File: src/rtl/tdm_demux_1to4.sv
// tdm_demux_1to4
//   Rebuilds four parallel channels from a time-division-multiplexed serial
//   stream. There is one sample per slot, in slot order 0,1,2,3, and a sync
//   marker flags slot 0. A HUNT/RUN state machine locks onto the frame.
//   Each completed frame is presented as one parallel word with a one-cycle
//   strobe.
//
//   state | meaning
//   HUNT  | not locked; valid samples are dropped until a sync sample arrives
//   RUN   | locked; samples fill the staging slots, and slot 3 publishes the frame
//
// Ports
//   clk_in           single clock, rising edge
//   rst_n_in         synchronous active-low reset
//   y_in             serial sample for the current slot
//   valid_in         y_in carries a sample this cycle
//   sync_in          current valid sample is slot 0
//   d_out            last complete frame, channel k at [k*DATA_W +: DATA_W]
//   frame_valid_out  one-cycle pulse, d_out updated this cycle
//   sel_out          slot index expected for the next valid sample
//   locked_out       FSM is in RUN
//   frame_err_out    one-cycle pulse, sync seen at a slot other than 0
module tdm_demux_1to4 #(
  parameter int DATA_W = 1
) (
  input  logic                  clk_in,
  input  logic                  rst_n_in,
  input  logic [DATA_W-1:0]     y_in,
  input  logic                  valid_in,
  input  logic                  sync_in,
  output logic [4*DATA_W-1:0]   d_out,
  output logic                  frame_valid_out,
  output logic [1:0]            sel_out,
  output logic                  locked_out,
  output logic                  frame_err_out
);

  typedef enum logic {HUNT = 1'b0, RUN = 1'b1} state_t;

  state_t                state_q, state_d;
  logic [1:0]            sel_q, sel_d;
  // Slots 0..2 only. Slot 3 goes straight from y_in into the published word.
  logic [3*DATA_W-1:0]   stage_q, stage_d;
  logic [4*DATA_W-1:0]   data_q, data_d;
  logic                  fv_q, fv_d;
  logic                  err_q, err_d;

  always_comb begin
    state_d = state_q;
    sel_d   = sel_q;
    stage_d = stage_q;
    data_d  = data_q;
    fv_d    = 1'b0;
    err_d   = 1'b0;

    if (valid_in) begin
      case (state_q)
        HUNT: begin
          if (sync_in) begin
            stage_d[0 +: DATA_W] = y_in;
            sel_d                = 2'd1;
            state_d              = RUN;
          end
        end
        RUN: begin
          if (sync_in && (sel_q != 2'd0)) begin
            // Resync: drop the partial frame and restart at slot 0.
            // The published word is left untouched.
            err_d                = 1'b1;
            stage_d[0 +: DATA_W] = y_in;
            sel_d                = 2'd1;
          end else begin
            // Slot 0 is accepted with or without sync, so a free-running
            // stream only needs to send the marker once.
            case (sel_q)
              2'd0:    stage_d[0 +: DATA_W]        = y_in;
              2'd1:    stage_d[DATA_W +: DATA_W]   = y_in;
              2'd2:    stage_d[2*DATA_W +: DATA_W] = y_in;
              default: begin
                data_d = {y_in, stage_q};
                fv_d   = 1'b1;
              end
            endcase
            sel_d = sel_q + 2'd1;
          end
        end
        default: state_d = HUNT;
      endcase
    end
  end

  always_ff @(posedge clk_in) begin
    if (!rst_n_in) begin
      state_q <= HUNT;
      sel_q   <= 2'd0;
      stage_q <= '0;
      data_q  <= '0;
      fv_q    <= 1'b0;
      err_q   <= 1'b0;
    end else begin
      state_q <= state_d;
      sel_q   <= sel_d;
      stage_q <= stage_d;
      data_q  <= data_d;
      fv_q    <= fv_d;
      err_q   <= err_d;
    end
  end

  assign d_out           = data_q;
  assign frame_valid_out = fv_q;
  assign frame_err_out   = err_q;
  assign sel_out         = sel_q;
  assign locked_out      = (state_q == RUN);

endmodule

File: config.mk
export PLATFORM = sky130hd
export DESIGN_NAME = tdm_demux_1to4
export DESIGN_NICKNAME = d
export VERILOG_FILES = /design/src/rtl/tdm_demux_1to4.sv
export SDC_FILE = /design/constraint.sdc
export NUM_CORES = 1
export LEC_CHECK = 0
export ABC_AREA = 0
export CORE_AREA = 2 2 39 41
export CTS_BUF_LIST = sky130_fd_sc_hd__clkbuf_16
export DETAILED_ROUTE_END_ITERATION = 10
export DIE_AREA = 0 0 41 43
export DONT_BUFFER_PORTS = 1
export PLACE_DENSITY_LB_ADDON = 0.25
export SYNTH_ARGS = -nofsm -noshare
export SYNTH_HDL_FRONTEND = slang
export SYNTH_SLANG_ARGS = --single-unit
File: constraint.sdc
create_clock -name clk_in -period 1.3 [get_ports clk_in]
set_input_delay 0.26 -clock clk_in [delete_from_list [all_inputs] [get_ports clk_in]]
set_output_delay 0.26 -clock clk_in [all_outputs]
set_load 0.03 [all_outputs]
# Word-level counts from Yosys, hierarchy flattened
# Index checks and enable logic that the tools add are counted.
[classes]
addsub = 1
n_mux = 11
n_reduce_logical = 11
bitwise = 5
eq_ne = 4
[ops]
columns = ["operator", "count"]
rows = [
  ["$reduce_and 4->1", 3],
  ["$mux 1", 7],
  ["$reduce_and 3->1", 2],
  ["$not 1->1", 5],
  ["$mux 2", 2],
  ["$pmux 2 s2", 1],
  ["$reduce_or 4->1", 1],
  ["$ne 3x1->1 const B", 1],
  ["$reduce_or 3->1", 1],
  ["$add 2x1->2 const B", 1],
  ["$eq 2x1->1 const B", 1],
  ["$eq 2x2->1 const B", 1],
  ["$logic_not 2->1", 1],
  ["$ne 2x2->1 const B", 1],
  ["$pmux 1 s2", 1],
  ["$reduce_and 2->1", 1],
  ["$reduce_bool 2->1", 1],
  ["$logic_and 1x1->1", 1],
]
[totals]
elab_cells = 40
out_inout_bits = 9
input_bits = 5
regBits = 12

# Longest topological paths before layout
# Gate-level depths: netlist of run 1.
[depth]
depth_word = 4
depth_mapped = 5
depth_no_buf = 5

# Least setup slack after synthesis of run 1
# Ideal clock, no wire load.
[synth_path]
path_type = "register -> register"
start = "reg sel_q[1], in the netlist sel_out[1]"
end = "reg data_q[0], in the netlist d_out[0]"
path_stages_with_launch = 6
slack_ns = -0.126
arrival_time_ns = 1.355
synth_period_minus_slack_ns = 1.426
path_cell_list = "dfxtp_1 -> inv_1 -> ha_1 -> nand2b_4 -> nand4_4 -> mux2i_1"
[synth_via]
elab_chain_len = 4
[synth_rtl]
columns = ["element", "line_no", "text"]
rows = [
  ["start, declared", "41", "logic [1:0] sel_q, sel_d;"],
  ["start signal, assigned", "102", "sel_q <= sel_d;"],
  ["$eq 2x1->1, or another cell as far along", "75", "case (sel_q)"],
  ["$reduce_or 3->1 (no line) / $logic_and 1x1->1 (equally long branches)", "-", ""],
  ["$not 1->1 (no line)", "-", ""],
  ["$reduce_and 4->1 (no line) *", "-", ""],
  ["end signal, assigned", "104", "data_q <= data_d;"],
  ["end, declared", "44", "logic [4*DATA_W-1:0] data_q, data_d;"],
]
# Every way passes the cells marked *; elsewhere a longest branch is shown, timed or not.
# A chain may end at the register's enable or synchronous reset.

# Worst setup path after layout of run 1
[layout_path]
start = "reg sel_q[1], in the netlist sel_out[1]"
end = "reg data_q[3], in the netlist d_out[3]"
# The elaborated chain is that of the path after synthesis.

==> out/summary.txt, run 1 <==
CTS Root Buffer Type = clkbuf_16
met1 Use GR = 16.5%
Final Core Density = 48.1%
worst-case vdd ir drop = 0.741 mV
mean routed wirelength per cell = 13.0 µm
Worst Path Arrival = 1.31 ns
outcome = complete, no violations
CTS Buf Count = 3
warnings from Yosys = 0
RSZ-0062 raised after global routing = false
Post-Synthesis Cell Area = 557 µm²
Clock Skews = 0.000494 ns
cell area after layout = 666 µm²
Die H = 43 µm
DRC Markers = 0
total number of vias = 383
Fill cells = 126
Distinct cells, synth = 19
CP Max Fanout = 6
cells along the critical path = inv_1 -> ha_1 -> nand2b_4 -> nand4_4 -> mux2i_1
Area Growth Syn to Fin = 19.6%
final hold viol count = 0
GPL Wtd Cong = 0.807
global-route usage over all layers = 13.9%
vias per cell = 5.11
global-route wire length before repair = 1590 µm
Worst Setup Start Kind = register
max_cap viols = 0
Top delay family on crit path = simple AND/OR/NAND/NOR gates
syn avg cell area = 10.3 µm²
Layout Nets = 69
H-Tree Depth = 1
GR peak layer = met2
num ports = 14
site row count = 14
hold-fix buffers at CTS = 0
share of cells above drive strength 1 = 25.4%
max incr delay on CP = 0.31 ns
synthesized net count = 63
Clock Path Buffers = 2
Mapped Cells = 54
Clock transition at path regs = 0.04 ns
Total Routed Length = 972 µm
die area = 0.00176 mm²
met2 Track Usage GR = 18.8%
vias in the first global route = 377
CTS tree = yes
multi-input logic area = 282 µm²
core box area = 0.00138 mm²
Antenna Diode Count = 0
fin crit share = 91.5%
Hold Path Class = in -> reg
Static Leak = 0.314 nW
GRT Residual Overflow = 0
clock latency at the later pin of the worst-skew pair = 0.24 ns
most frequent cells in the layout = 9 x nand2_1, 9 x dfxtp_1, 7 x mux2i_1
Clock Sinks = 12
register area share after synthesis = 43.1%
setup TNS = 0 ns
Worst Path Buf+Inv = 1
postcts setup bufs = 0
nature of the critical path endpoint = register
Max Freq = 841 MHz
Final min period = 1.19 ns
post-route antenna net violation count = 0
drt pass-1 iters = 2
die width = 41 µm
IO Port Bufs = 0
initial antenna violation count = 0
Slew @ Worst Pin = 0.324 ns
Max Slew Vio Count = 0
setup violators final = 0
Global Route met3 Usage = 6.28%
Yosys reg bits = 12
Iter 0 DRT Violations = 3
slowest CP cell = dfxtp_2
critical path class = reg -> reg
Worst slew margin = 78.4%
post-DP HPWL = 710 µm
Initial Util = 40.2%
largest net degree at the start of global routing = 12
Cell Pwr Density = 1520 mW/mm²
Data required, critical path = 1.42 ns
Placed Area = 586 µm²
FF+latch area = 244 µm²
## per-stage QoR
| step | setup WS (ns) | std cells | hold WS [ns] | power, mW |
|---|---|---|---|---|
| floorplan | 0.0333 | 54 | 0.403 | 0.452 |
| global placement | 0.146 | 71 | 0.415 | 0.454 |
| detailed placement | 0.128 | 71 | 0.408 | 0.455 |
| CTS | 0.0216 | 75 | 0.157 | 1.02 |
| global route | 0.0140 | 75 | 0.160 | 1.04 |
| finish | 0.111 | 75 | 0.153 | 1.01 |
## kinds of logic (layout without fill, tap and decap cells)
| group | Yosys count | count (layout) | share of synthesized area, % |
|---|---|---|---|
| buffers and inverters | 6 | 11 | 6.29 |
| AND/OR/NAND/NOR | 19 | 19 | 21.1 |
| multiplexers | 7 | 7 | 12.6 |
| AO/OA/AOI/OAI | 6 | 6 | 7.86 |
| adder cells (fa/ha/maj) | 4 | 4 | 8.99 |
| flip-flops | 12 | 12 | 43.1 |
## path summary, 6_finish.rpt
| check | slack, ns | depth (start not counted) | to | from |
|---|---|---|---|---|
| setup reg to reg | 0.11 | 5 | d_out[3] | sel_out[1] |
| setup / recovery | 0.11 | 5 | d_out[3] | sel_out[1] |
| hold reg to reg | 0.46 | 2 | d_out[1] | stage_q[1] |
| hold / removal | 0.15 | 1 | sel_out[0] | valid_in |
## power breakdown
part	internal [mW]	switching (mW)	total, mW
combinational	0.0271	0.0354	0.0626
sequential	0.378	0.00869	0.387
clock	0.404	0.155	0.559
total	0.810	0.199	1.01
## layout make-up
class	instances	area share [%]
Sequential cell	12	36.7
Tap cell	16	3.01
Multi-Input combinational cell	36	42.3
Clock buffer	3	11.3
Inverter	3	1.69
Clock inverter	1	0.564
Timing Repair Buffer	4	4.51
## flip-flops by register name, summed over array words and instances, names as in the netlist
| register | flops |
|---|---|
| sel_out | 2 |
| stage_q | 3 |
| locked_out | 1 |
| d_out | 4 |
| frame_err_out | 1 |
| frame_valid_out | 1 |
## synthesized netlist by cell type (all sizes together)
master	instances	area share, %
nand4	4	7.2
nor2	3	2.0
a41oi	1	1.6
mux2i	7	13
inv	3	2.0
o21a	1	1.3
nand2	9	6.1
a21oi	2	2.5
o21ai	1	0.90
ha	4	9.0
nand2b	2	4.9
a21o	1	1.6
buf	3	4.3
dfxtp	12	43
nand3	1	0.90
## routing by layer
metal	vias up	wire [µm]
met3	5	71
met5	-	0
met4	0	29
li1	193	-
met1	173	442
met2	12	428
## repair_timing
| action | 4_1_cts | 5_1_grt |
|---|---|---|
| hold endpoints to repair | 0 | 0 |
| setup endpoints to repair | 0 | 1 |
| gates resized for setup | 0 | 1 |
Note: power is estimated with default switching activity, not from simulation.
==> run 2, diff against run 1 <==
- CORE_AREA: 2 2 39 41 -> 5 5 42 44
- DIE_AREA: 0 0 41 43 -> 0 0 47 49
- SKIP_CTS_REPAIR_TIMING: unset -> 1
==> run 2 against run 1 <==
Against the previous run:
- critical path type unchanged
- global-route usage shrank 3.8 points
- combinational power up 0.8%
- via count shrank 1.0%
- design area grew 1.3%
- final cell count stayed put
- register-to-register slack about the same
- non-clock buffer count rose by 1
- hold slack gained 0.0066 ns
- sequential power hardly changed
- critical path depth unchanged
- die area is 31% higher
==> out/summary.txt, run 2 (synthesized netlist as in run 1, its figures left out) <==
Max Slew Vio Count = 0
CP Max Fanout = 6
Hold Path Class = in -> reg
Global Route met3 Usage = 5.17%
GR peak layer = met1
CP startpoint = sel_out[0]
total number of vias = 379
Data required, critical path = 1.45 ns
outcome = complete, no violations
nature of the critical path endpoint = register
Clock transition at path regs = 0.04 ns
Layout Nets = 70
final hold viol count = 0
setup violators final = 0
Max Freq = 835 MHz
IO Port Bufs = 0
Slew @ Worst Pin = 0.342 ns
share of cells above drive strength 1 = 28.8%
Clock Path Buffers = 2
GRT Residual Overflow = 0
critical path class = reg -> reg
FF-to-FF Start = sel_out[0]
vias per cell = 5.05
DRC Markers = 0
post-DP HPWL = 724 µm
most frequent cells in the layout = 9 x nand2_1, 9 x dfxtp_1, 7 x mux2i_1
clock latency at the later pin of the worst-skew pair = 0.23 ns
Clock Skews = 0.00246 ns
Area Growth Syn to Fin = 21.1%
initial antenna violation count = 0
Initial Util = 39.7%
worst-case vdd ir drop = 0.717 mV
Worst slew margin = 77.2%
num ports = 14
site row count = 14
number of flip-flops in the largest register = 4
Iter 0 DRT Violations = 8
largest net degree at the start of global routing = 12
met2 Track Usage GR = 13.3%
Min-Delay Startpoint = valid_in
CTS tree = yes
Antenna Diode Count = 0
global-route wire length before repair = 1660 µm
vias in the first global route = 354
H-Tree Depth = 1
core box area = 0.00140 mm²
Clock Sinks = 12
met1 Use GR = 13.4%
RSZ-0062 raised after global routing = false
die area = 0.00230 mm²
Worst Setup Start Kind = register
GPL Wtd Cong = 0.769
Tot Pwr = 0.995 mW
Cell Pwr Density = 1480 mW/mm²
global-route usage over all layers = 10.1%
CTS Buf Count = 3
fin crit share = 92.2%
Total Routed Length = 1060 µm
Worst Path Arrival = 1.34 ns
mean routed wirelength per cell = 14.1 µm
CTS Root Buffer Type = clkbuf_16
setup TNS = 0 ns
die width = 47 µm
max_cap viols = 0
drt pass-1 iters = 4
Final min period = 1.20 ns
post-route antenna net violation count = 0
Static Leak = 0.311 nW
Die H = 49 µm
==> run 2: per-stage QoR <==
step,cells,hold WS (ns),setup slack [ns],instance area [µm²],util [%]
6_report,75,0.160,0.102,674,48.1
5_1_grt,75,0.166,0.0150,674,48.1
4_1_cts,74,0.156,0.0390,661,47.1
3_5_place_dp,71,0.392,0.0821,586,41.8
3_3_place_gp,71,0.401,0.0895,586,41.8
2_1_floorplan,54,0.403,0.0333,559,-
==> run 2: final cells by class <==
cell class / count / area (µm²)
Fill cell: 132 / 727
Timing Repair Buffer: 5 / 37.5
Tap cell: 16 / 20.0
Inverter: 3 / 11.3
Sequential cell: 12 / 246
Clock buffer: 3 / 75.1
Multi-Input combinational cell: 36 / 284
==> run 2: final timing paths <==
kind | end | slack [ns] | cells after the start
worst max-delay path | sel_out[0] | 0.10 | 5
worst min register to register | d_out[1] | 0.47 | 2
worst min-delay path | sel_out[0] | 0.16 | 1
worst max register to register | sel_out[0] | 0.10 | 5
==> run 2: worst max-delay path, cell delays in order (launching register included) <==
cell and delay (ns):
dfxtp_4 0.36, inv_1 0.06, ha_2 0.18, nand2b_4 0.17
buf_4 0.14, a41oi_1 0.20
==> run 2: routing by layer <==
layer	vias to the layer above	wire [µm]
met5	-	0
met4	0	13
met3	2	64
met2	8	495
met1	172	484
li1	197	-
==> run 2: power by group <==
group          internal (mW)  switching (mW)  total, mW
Clock                  0.399           0.143      0.542
Combinational         0.0293          0.0338     0.0631
Sequential             0.378          0.0119      0.390
==> edit 1, RTL diff (config.mk and constraints of run 2) <==
Register the output `d_out` once more, cleared by the reset; this adds one clock of latency there. The other outputs are not delayed to match. Comments in the files are not updated.
--- a/src/rtl/tdm_demux_1to4.sv
+++ b/src/rtl/tdm_demux_1to4.sv
@@ -107,7 +107,13 @@
     end
   end
 
-  assign d_out           = data_q;
+  always_ff @(posedge clk_in) begin
+    if (!rst_n_in) begin
+      d_out <= '0;
+    end else begin
+      d_out <= data_q;
+    end
+  end
   assign frame_valid_out = fv_q;
   assign frame_err_out   = err_q;
   assign sel_out         = sel_q;
Formal check against the unedited RTL: not equivalent (a bounded check fails within 10 cycles, from zero or initial values and one cycle with rst_n_in low).
==> edit 1 against run 2 <==
Final cell count rose by 12%. Total power is 16% higher. Worst setup slack got worse by 30 ps. Wire length increased by 4.6%. Fmax decreased by 2.4%. Sequential cell count increased by 4. Design area increased by 14%. Combinational power is 1% higher. Area after synthesis is 17% higher. Global-route usage rose by 2.1 points. Critical path type unchanged. Largest power group unchanged. Highest routed layer unchanged.
==> edit 1: results (changes against run 2) <==
power_leakage_nw: 0.386  # +24%
path_clk_slew_ps: 50
postSynth.asyncResetShare_pct: 0  # unchanged
whs_ps: 137  # -23.0 ps
r2r_slack_ps: 70  # -30 ps
ir_drop_mv: 0.861  # +20%
fill_cells: 140  # +6.1%
hold_end: "d_out[2]"
synth_cell_types: 19  # unchanged
cts_buffers: 3  # unchanged
regToRegEndpoint: "stage_q[2]"
arrival_ps: 1390  # +50 ps
syn_inst: 62  # +15%
top_regs: "d_out (4), data_q (4), stage_q (3)"
post_drt_wl_per_cell_um: 13.2  # -6.6%
grt_pass1_wl_um: 1930  # +16%
rr_worst_depth: 5  # unchanged
yosysSeqAreaShare_pct: 49.2  # +6.1 points
h-tree-depth: 1  # unchanged
antenna_found_initial: 0  # unchanged
dpl.cell_count: 79  # +11%
synthTopCellsByCount: "dfxtp_1 (16), nand2_1 (8), inv_1 (7), mux2i_1 (7), ha_1 (4)"
synth.area.top_cells: "dfxtp_1 (49%), mux2i_1 (11%), ha_1 (7.7%)"
hpwl_um: 788  # +8.8%
nets: 78  # +11%
final_layout_size_suffix_gt1_share_pct: 22.1  # -6.8 points
hold_class: "input pin to register"
status: "completed"
gp_congestion: 0.734  # -4.6%
cp_max_fo: 6  # unchanged
detailroute.via_count: 405  # +6.9%
synth_nets: 71  # +13%
holdPathStages: 2  # +1
drtIter0Drc: 9  # +1
grt_util_all_layers_pct: 12.1  # +2.1 points
viasPerCell: 4.82  # -4.6%
rr_startpoint: "sel_out[0]"
tightestPinTransition_ps: 302  # -40.0 ps
root_buffer: "clkbuf_16"
fin_skew_ps: 1.57  # -0.897 ps
grt_pass1_vias: 424  # +20%
hold_start: "rst_n_in"
swShare_pct: 19.0  # about the same
-- edit 1: cells by family after synthesis --
group	after synthesis	share of synthesized area, %
AND/OR/NAND/NOR	19	18.5
flip-flops	16	49.2
buffers and inverters	10	7.69
multiplexers	7	10.8
AO/OA/AOI/OAI	6	6.15
adder cells (fa/ha/maj)	4	7.69
-- edit 1: how the worst max path moves through the flow --
stage | slack [ps] | end | from
4_1_cts | 20 | locked_out | locked_out
3_5_place_dp | 80 | data_q[3] | sel_out[0]
3_3_place_gp | 130 | data_q[3] | sel_out[0]
5_1_grt | 5 | stage_q[2] | sel_out[0]
2_1_floorplan | 30 | data_q[0] | sel_out[1]
6_report | 70 | stage_q[2] | sel_out[0]
-- edit 1: per-stage QoR --
step                      setup WS [ps]  area, µm²
after detailed placement           81.0        679
after global placement              130        679
after global routing               4.56        767
after floorplan                    33.2        653
after CTS                          24.4        758
final                              72.3        767
-- edit 1: critical path: stages, from the launching register on --
cell and delay, ps:
dfxtp_2 340, inv_1 60, ha_1 210, nand2b_4 170
nand4_1 130, mux2i_1 230
-- edit 1: final cells by class --
type / instances / area, µm² / share of cell area (%)
sequential: 16 / 324 / 42.3
multi-input combinational: 36 / 280 / 36.5
clock buffer: 3 / 75.1 / 9.79
timing repair buffer: 5 / 37.5 / 4.89
inverter: 7 / 26.3 / 3.43
tap: 16 / 20.0 / 2.61
clock inverter: 1 / 3.75 / 0.489
-- edit 1: power by group through the flow --
stage / combinational [mW] / clock [mW] / sequential (mW)
global route: 0.0693 / 0.635 / 0.511
global placement: 0.0591 / 0 / 0.520
CTS: 0.0606 / 0.598 / 0.510
finish: 0.0640 / 0.581 / 0.511
floorplan: 0.0504 / 0 / 0.526
detailed placement: 0.0601 / 0 / 0.520
-- edit 1: routing by layer --
| layer | up-vias | wire length [µm] | global-route usage [%] |
|---|---|---|---|
| met5 | - | 0 | 0 |
| met4 | 0 | 36 | 8.29 |
| met3 | 4 | 78 | 5.90 |
| met2 | 12 | 488 | 15.6 |
| met1 | 176 | 502 | 15.3 |
| li1 | 213 | - | - |
==> edit 2, RTL diff (settings of run 2) <==
Made on the original files. Take the reset off `data_q` and load it in a clocked block of its own.
--- a/src/rtl/tdm_demux_1to4.sv
+++ b/src/rtl/tdm_demux_1to4.sv
@@ -94,17 +94,19 @@
       state_q <= HUNT;
       sel_q   <= 2'd0;
       stage_q <= '0;
-      data_q  <= '0;
       fv_q    <= 1'b0;
       err_q   <= 1'b0;
     end else begin
       state_q <= state_d;
       sel_q   <= sel_d;
       stage_q <= stage_d;
-      data_q  <= data_d;
       fv_q    <= fv_d;
       err_q   <= err_d;
     end
+  end
+
+  always_ff @(posedge clk_in) begin
+    data_q <= data_d;
   end
 
   assign d_out           = data_q;
Behaviour: differs if rst_n_in is asserted again (counterexample within 10 cycles, from zero or initial values and one cycle with rst_n_in low); with rst_n_in held inactive, the same outputs for 10 cycles.
==> edit 2 against run 2 <==
Total power increased by 2.5%. Area after synthesis decreased by 10%. Highest routed layer unchanged. Wire length decreased by 17%. Non-clock buffer count decreased by 1. Sequential cell count unchanged. Largest cell class is now flip-flops and latches. Design area decreased by 5.0%. Hold slack got worse by 45 ps. Worst setup slack got worse by 49 ps. Largest power group unchanged.
==> edit 2: results (changes against run 2) <==
p_int_mw: 0.827  # +2.6%
status: "completed"
grt_util_all_layers_pct: 8.92  # -1.2 points
setup_viol: 0  # unchanged
synth_cell_types: 21  # +2
fin_skew_ps: 2.36  # -0.107 ps
nets: 60  # -14%
synth.area.top_cells: "dfxtp_1 (32%), edfxtp_1 (24%), ha_1 (10%)"
powerDensity_nw_per_um2: 1590  # +7.9%
port_buffers: 0  # unchanged
ir_drop_mv: 0.519  # -28%
met1_length_um: 373  # -23%
diodes: 0  # unchanged
final_layout_size_suffix_gt1_share_pct: 26.0  # -2.8 points
dpl.cell_count: 61  # -14%
syn_inst: 43  # -20%
wl_met2_um: 385  # -22%
cp_max_fo: 5  # -1
synthTopCellsByCount: "dfxtp_1 (8), nand2_1 (5), edfxtp_1 (4), ha_1 (4), mux2i_1 (3)"
place_area_um2: 552  # -5.8%
yosysSeqAreaShare_pct: 56.0  # +13 points
dp_slack_ps: 38.1  # -43.9 ps
hpwl_um: 661  # -8.7%
drtIter0Drc: 9  # +1
gp_congestion: 0.837  # +8.8%
power_leakage_nw: 0.287  # -7.9%
grt_max_degree: 10  # -2
grt_pass1_vias: 315  # -11%
wirelength_um: 882  # -17%
post_drt_wl_per_cell_um: 13.4  # -5.2%
slew_headroom_pct: 80.5  # +3.4 points
synth_nets: 52  # -17%
root_buffer: "clkbuf_16"
setup_slack_ps: 53.3  # -48.8 ps
met3_length_um: 80  # +25%
drtPass1Iterations: 3  # -1
detailroute.via_count: 325  # -14%
arrival_ps: 1200  # -140 ps
r2r_slack_ps: 50  # -50 ps
hold_class: "input pin to register"
grt_pass1_wl_um: 1320  # -20%
fill_cells: 140  # +6.1%
synth_edf_count: 4  # +4
## edit 2: cell types whose count changed in the layout (fill, tap and decap cells not counted), moves of 2 or more
cell and change:
nor2_1 -2, nand4_1 -3, nand2_1 -4, mux2i_1 -4, dfxtp_1 -3, edfxtp_1 +4, dfxtp_2 -2
## edit 2: stage by stage
stage          hold slack [ps]  power [mW]
2_1_floorplan              359       0.452
3_3_place_gp               359       0.463
3_5_place_dp               359       0.464
4_1_cts                    112        1.03
5_1_grt                    107        1.06
6_report                   115        1.02
## edit 2: area by class of cell
cell class / count / area share, %
Clock buffer: 3 / 11.7
Clock inverter: 1 / 0.586
Inverter: 2 / 1.17
Multi-Input combinational cell: 28 / 33.8
Sequential cell: 12 / 44.9
Tap cell: 16 / 3.13
Timing Repair Buffer: 4 / 4.69
## edit 2: final timing paths
kind	start	to	cells after the start
min reg2reg	stage_q[0]	d_out[0]	0
max	sel_out[1]	d_out[2]	4
max reg2reg	sel_out[1]	d_out[2]	4
min	y_in	d_out[3]	0
## edit 2: cell families (layout without fill, tap and decap cells)
logic type	after synthesis	count (layout)	share of synthesized area, %
AND/OR/NAND/NOR	15	15	18.0
flip-flops	12	12	56.0
AO/OA/AOI/OAI	6	6	7.75
adder cells (fa/ha/maj)	4	4	10.0
multiplexers	3	3	6.00
buffers and inverters	3	10	2.25
## edit 2: power by group through the flow
stage / clock [mW] / sequential, mW / combinational [mW]
floorplan: 0 / 0.418 / 0.0341
global placement: 0 / 0.405 / 0.0574
detailed placement: 0 / 0.406 / 0.0579
CTS: 0.567 / 0.400 / 0.0584
global route: 0.588 / 0.400 / 0.0683
finish: 0.558 / 0.400 / 0.0625
## edit 2: critical path, cell delays in order (launching register included)
cell      delay [ps]
dfxtp_4          330
inv_1             90
ha_2             190
nand2b_4         140
and3_4           210
## edit 2: per-layer routing
metal	track usage, %	vias to the layer above
li1	-	163
met1	8.93	145
met2	11.5	12
met3	5.17	5
met4	9.68	0
met5	0	-
